## src/rtl/inv_add_round_key_if.sv

```systemverilog
// ============================================================================
// Module      : inv_add_round_key_if
// Description : Bus bundle for the decryption AddRoundKey stage: key load port,
//               state input and registered result towards InvMixColumns.
// Revision    : 1.0
// ============================================================================
`default_nettype none

interface inv_add_round_key_if;
  logic         key_we;
  logic [3:0]   key_addr;
  logic [127:0] key_data;
  logic         start;
  logic         enable;
  logic [127:0] value;
  logic [127:0] outValue;
  logic         success;
  logic         mix_en;
  logic         last;
  logic         busy;
  logic [3:0]   round;
  logic         key_err;

  modport master (
    output key_we, key_addr, key_data, start, enable, value,
    input  outValue, success, mix_en, last, busy, round, key_err
  );

  modport slave (
    input  key_we, key_addr, key_data, start, enable, value,
    output outValue, success, mix_en, last, busy, round, key_err
  );
endinterface

`default_nettype wire

```

## src/rtl/inv_add_round_key.sv

```systemverilog
// ============================================================================
// Module      : inv_add_round_key
// Description : Decryption AddRoundKey with local NR+1 round-key store and a
//               descending round sequencer feeding InvMixColumns.
// Revision    : 1.0
// ============================================================================
`default_nettype none

module inv_add_round_key #(
  parameter int NR = 10
) (
  input  wire                  clk,
  input  wire                  reset,
  inv_add_round_key_if.slave   bus
);

  localparam logic [3:0] c_NR     = 4'(NR);
  localparam logic [3:0] c_NR_M1  = 4'(NR - 1);

  typedef enum logic [0:0] {
    S_IDLE   = 1'b0,
    S_ACTIVE = 1'b1
  } state_t;

  state_t         r_state;
  state_t         w_state_nxt;
  logic [3:0]     r_ptr;
  logic [3:0]     w_ptr_nxt;
  logic           w_accept;
  logic [3:0]     w_k;
  logic [127:0]   w_key;
  logic           w_key_wr_ok;

  logic [127:0]   r_keys [0:NR];
  logic [127:0]   r_out;
  logic           r_success;
  logic           r_mix_en;
  logic           r_last;
  logic [3:0]     r_round;
  logic           r_key_err;

  // A start always wins: it aborts any block in flight and reloads from key[NR].
  always_comb begin
    w_state_nxt = r_state;
    w_ptr_nxt   = r_ptr;
    w_accept    = 1'b0;
    w_k         = r_ptr;
    case (r_state)
      S_IDLE: begin
        if (bus.enable && bus.start) begin
          w_accept    = 1'b1;
          w_k         = c_NR;
          w_ptr_nxt   = c_NR_M1;
          w_state_nxt = S_ACTIVE;
        end
      end
      S_ACTIVE: begin
        if (bus.enable && bus.start) begin
          w_accept    = 1'b1;
          w_k         = c_NR;
          w_ptr_nxt   = c_NR_M1;
        end else if (bus.enable) begin
          w_accept = 1'b1;
          w_k      = r_ptr;
          if (r_ptr == 4'd0) begin
            w_state_nxt = S_IDLE;
          end else begin
            w_ptr_nxt = r_ptr - 4'd1;
          end
        end
      end
      default: begin
        w_state_nxt = S_IDLE;
      end
    endcase
  end

  // Key read uses the registered store, so a same-cycle write is not visible.
  assign w_key       = r_keys[w_k];
  assign w_key_wr_ok = bus.key_we && (bus.key_addr <= c_NR) && (r_state == S_IDLE);

  always_ff @(posedge clk or negedge reset) begin
    if (!reset) begin
      r_state   <= S_IDLE;
      r_ptr     <= 4'd0;
      r_out     <= 128'd0;
      r_success <= 1'b0;
      r_mix_en  <= 1'b0;
      r_last    <= 1'b0;
      r_round   <= 4'd0;
      r_key_err <= 1'b0;
      for (int i = 0; i <= NR; i++) begin
        r_keys[i] <= 128'd0;
      end
    end else begin
      r_state   <= w_state_nxt;
      r_ptr     <= w_ptr_nxt;
      r_success <= w_accept;
      r_mix_en  <= w_accept && (w_k != c_NR) && (w_k != 4'd0);
      r_last    <= w_accept && (w_k == 4'd0);
      r_key_err <= bus.key_we && !w_key_wr_ok;
      if (w_accept) begin
        r_out   <= bus.value ^ w_key;
        r_round <= w_k;
      end
      if (w_key_wr_ok) begin
        r_keys[bus.key_addr] <= bus.key_data;
      end
    end
  end

  assign bus.outValue = r_out;
  assign bus.success  = r_success;
  assign bus.mix_en   = r_mix_en;
  assign bus.last     = r_last;
  assign bus.busy     = (r_state == S_ACTIVE);
  assign bus.round    = r_round;
  assign bus.key_err  = r_key_err;

endmodule

`default_nettype wire

```

## src/flat_wrapper.sv

```systemverilog
// flat-port wrapper written by rule: the top's interface ports become plain ports
module inv_add_round_key_flat 
#(
  parameter int NR = 10
)
  (clk, reset, bus_key_we, bus_key_addr, bus_key_data, bus_start, bus_enable, bus_value, bus_outValue, bus_success, bus_mix_en, bus_last, bus_busy, bus_round, bus_key_err);
  inv_add_round_key_if bus_i ();
  input  wire clk;
  input  wire reset;
  input wire logic [$bits(bus_i.key_we)-1:0] bus_key_we;
  input wire logic [$bits(bus_i.key_addr)-1:0] bus_key_addr;
  input wire logic [$bits(bus_i.key_data)-1:0] bus_key_data;
  input wire logic [$bits(bus_i.start)-1:0] bus_start;
  input wire logic [$bits(bus_i.enable)-1:0] bus_enable;
  input wire logic [$bits(bus_i.value)-1:0] bus_value;
  output wire logic [$bits(bus_i.outValue)-1:0] bus_outValue;
  output wire logic [$bits(bus_i.success)-1:0] bus_success;
  output wire logic [$bits(bus_i.mix_en)-1:0] bus_mix_en;
  output wire logic [$bits(bus_i.last)-1:0] bus_last;
  output wire logic [$bits(bus_i.busy)-1:0] bus_busy;
  output wire logic [$bits(bus_i.round)-1:0] bus_round;
  output wire logic [$bits(bus_i.key_err)-1:0] bus_key_err;
  assign bus_i.key_we = bus_key_we;
  assign bus_i.key_addr = bus_key_addr;
  assign bus_i.key_data = bus_key_data;
  assign bus_i.start = bus_start;
  assign bus_i.enable = bus_enable;
  assign bus_i.value = bus_value;
  assign bus_outValue = bus_i.outValue;
  assign bus_success = bus_i.success;
  assign bus_mix_en = bus_i.mix_en;
  assign bus_last = bus_i.last;
  assign bus_busy = bus_i.busy;
  assign bus_round = bus_i.round;
  assign bus_key_err = bus_i.key_err;
  inv_add_round_key #(.NR(NR)) u_core (.clk(clk), .reset(reset), .bus(bus_i));
endmodule
```

## config.mk

```make
export PLATFORM = sky130hd
export DESIGN_NAME = inv_add_round_key_flat
export DESIGN_NICKNAME = d
export VERILOG_FILES = /design/src/rtl/inv_add_round_key_if.sv /design/src/rtl/inv_add_round_key.sv /design/src/flat_wrapper.sv
export SDC_FILE = /design/constraint.sdc
export NUM_CORES = 2
export LEC_CHECK = 0
export BUFFER_PORTS_ARGS = -buffer_cell sky130_fd_sc_hd__buf_2
export CAP_MARGIN = 20
export CORE_ASPECT_RATIO = 0.6
export CORE_MARGIN = 5
export CORE_UTILIZATION = 55
export DETAILED_ROUTE_END_ITERATION = 10
export PLACE_DENSITY = 0.76
export SYNTH_ARGS = -nofsm -noshare
export SYNTH_HDL_FRONTEND = slang
export SYNTH_SLANG_ARGS = --single-unit
```

## constraint.sdc

```tcl
create_clock -name clk -period 2.4 [get_ports clk]
set_input_delay 0.72 -clock clk [delete_from_list [all_inputs] [get_ports clk]]
set_output_delay 0.72 -clock clk [all_outputs]
set_load 0.1 [all_outputs]
```

==> impl_metrics.toml <==
[synthesis]
yosysSeqAreaShare_pct = 55.4
ys_warn_count = 0
synth_top_area_cell = "dfrtp_1"
ys_ff_latch = 1549
yosysTopAreaCellShare_pct = 55.4
synthCells = 5075
synth-edff-count = 0
ys_types = 49
postSynthNetCount = 5341
avgSynthCellArea_sq_um = 13.8
synth_flop_cell = "dfrtp_1"
async_flop_share_pct = 100
syn_area_sq_mm = 0.0699
synth_area_leaders = "dfrtp_1, mux2_2, mux4_2, clkbuf_1, a222oi_1"

[timing]
fin_crit_ps = 2590
period_share_pct = 108
slew_headroom_pct = 58.8
drv_slew = 0
fmax_mhz = 386
rsz0062_at_grt = "true"
setup_ws_ps = -191
setup_viol = 86
worst_pin_slew_ps = 618
skew_ps = 27.7
hold_violations = 0
whs_ps = 213
final.setup.tns_ps = -4350

[cts]
ctsLongestPathBuffers = 3
cts_tree = "done"
cts_sinks = 1549
cts_root_buf = "clkbuf_16"
numCtsBuffers = 142
htree_levels = 4
worstSkewPairLatency_ps = 780
clk_pin_slew_ps = 70

[worst_hold_path]
hold_class = "in2reg"
whs_path_depth = 2

[grt]
grt_max_degree = 69
antenna_found_initial = 36
grt_pass1_vias = 49600
grt_pass1_wl_um = 312000
track_usage_pct = 29.9
gr-total-overflow = 0

[cells_and_area]
final_area_sq_mm = 0.0824
final_cell_mix = "dfrtp_1, mux2_2, buf_2, buf_4, buf_12"
final_cells = 7344
post-route-util_pct = 65.2
syn2layout_area_growth_pct = 17.9
fill_cells = 8833
post_route_cells_drive_above_1_share_pct = 48.7
layout_commonest_cell = "dfrtp_1"
layout.nets = 5786

[critical_path]
worst_ep_required_time_ps = 3050
crit_type = "reg2reg"
worst_setup_path_start_kind = "register"
rr_worst_depth = 9
setup.worst_path.end_class = "register"
path_max_fanout = 9
worst_ep_arrival_time_ps = 3240

[drt]
wl_per_cell_um = 27.9
detail_route.vias_per_cell = 6.54
drc = 0
vias = 48000
drt-pass1-iter-count = 10
drt_iter0_markers = 4967
wl_um = 205000
ant_nets = 0

[status]
status = "finished, violations left"
violations = "negative setup slack"

[power]
power_mw = 90.3
vdd_drop_max_mv = 0.953
cellPowerDensity_mw_per_mm2 = 1100
power_leakage_nw = 39.5

[floorplanning]
initial_utilization_pct = 55.3
dieArea_sq_mm = 0.135
boundaryPins = 402
fp-row-count = 101
fp.coreArea_sq_mm = 0.126
die_h_um = 286
die_w_um = 470

[placement]
dpl.hpwl_um = 128000
post_dp_cell_area_sq_mm = 0.0769
dp_cells = 7040
routabilityCongestion = 0.820
portBuffers = 401
dp_worst_setup_slack_ps = -818

[flow_run]
maxCapViolCount = 0
report_power, final:
| part | total, mW | switching [mW] | leakage (nW) | internal (mW) |
|---|---|---|---|---|
| Combinational | 30.7 | 18.1 | 16.4 | 12.7 |
| Clock | 23.3 | 10.3 | 2.31 | 13.0 |
| Sequential | 36.3 | 3.87 | 20.8 | 32.4 |
cell usage after synthesis (2+ instances only):
cell,count
a221oi_1,127
mux2_2,1534
o31ai_1,3
buf_1,26
nor3_1,3
o22ai_1,3
nor4bb_1,2
a211oi_1,128
nor2b_1,4
nor4_1,3
mux2i_1,2
and3_1,3
dfrtp_1,1549
nand3_1,125
inv_1,4
a31oi_1,2
mux4_2,128
nor2_1,130
buf_2,81
clkbuf_1,395
a21oi_1,132
and2_1,4
o2bb2ai_1,3
nand2b_1,126
buf_6,9
nand4b_1,125
or3_1,2
a222oi_1,126
o22a_1,4
o31a_1,2
o21ai_0,3
nand2_1,146
a22oi_1,125
registers in the layout, indices dropped and copies added (netlist names):
| name | count |
|---|---|
| u_core.r_keys | 1408 |
| u_core.bus.outValue | 128 |
| u_core.bus.round | 4 |
| u_core.r_ptr | 4 |
| u_core.bus.busy | 1 |
| u_core.bus.key_err | 1 |
| u_core.bus.last | 1 |
| u_core.bus.mix_en | 1 |
| u_core.bus.success | 1 |
final timing paths:
| check | startpoint | slack (ps) | endpoint |
|---|---|---|---|
| min in group asynchronous | reset | 490 | u_core.r_keys[816] |
| min reg2reg | u_core.r_keys[288] | 500 | u_core.r_keys[288] |
| max | u_core.r_ptr[0] | -190 | u_core.bus.outValue[81] |
| min | bus_key_we | 210 | u_core.bus.key_err |
| max reg2reg | u_core.r_ptr[0] | -190 | u_core.bus.outValue[81] |
| max in group asynchronous | reset | 920 | u_core.bus.outValue[97] |
cell type report:
type                       instances  area [sq um]  area share, %
sequential                      1549         38800           47.0
clock inverter                    42           532          0.645
tap                             1699          2130           2.58
multi-input combinational       3008         29300           35.5
antenna                           18          45.0         0.0546
clock buffer                     209          4180           5.07
timing repair buffer             813          7450           9.04
inverter                           6          40.0         0.0486
critical path, cell delays in order (launching register included):
cell and delay, ps:
dfrtp_4 450, a21boi_4 200, buf_12 180, buf_12 170
buf_12 150, mux4_2 520, a222oi_1 390, buf_4 210
nand2b_4 120, nand3_2 60
layer usage:
| layer | global-route usage (%) | wire length, um | vias up |
|---|---|---|---|
| met1 | 42.5 | 86700 | 25400 |
| met2 | 46.2 | 94000 | 2131 |
| li1 | - | - | 20000 |
| met3 | 6.89 | 18200 | 405 |
| met4 | 9.33 | 5880 | 28 |
| met5 | 0 | 186 | - |
cell families (layout without fill, tap and decap cells):
family          Yosys count  count (layout)  synth area share, %
other cells               0              18                    0
flops                  1549            1549                 55.4
fa+ha+maj                 1               1               0.0179
mux                    1664            1664                 28.8
simple gates            676             676                 5.30
compound gates          666             666                 7.37
buf+inv                 518            1070                 3.03
xor+xnor                  1               1               0.0125
what timing repair did:
item,4_1_cts,5_1_grt
cloned,1,7
endpoints found under the setup margin,181,131
setup buffers,16,10
pin swaps,70,49
hold buffers,1,0
gates resized for setup,71,37
endpoints found under the hold margin,37,0
Note: power is estimated with default switching activity, not from simulation.
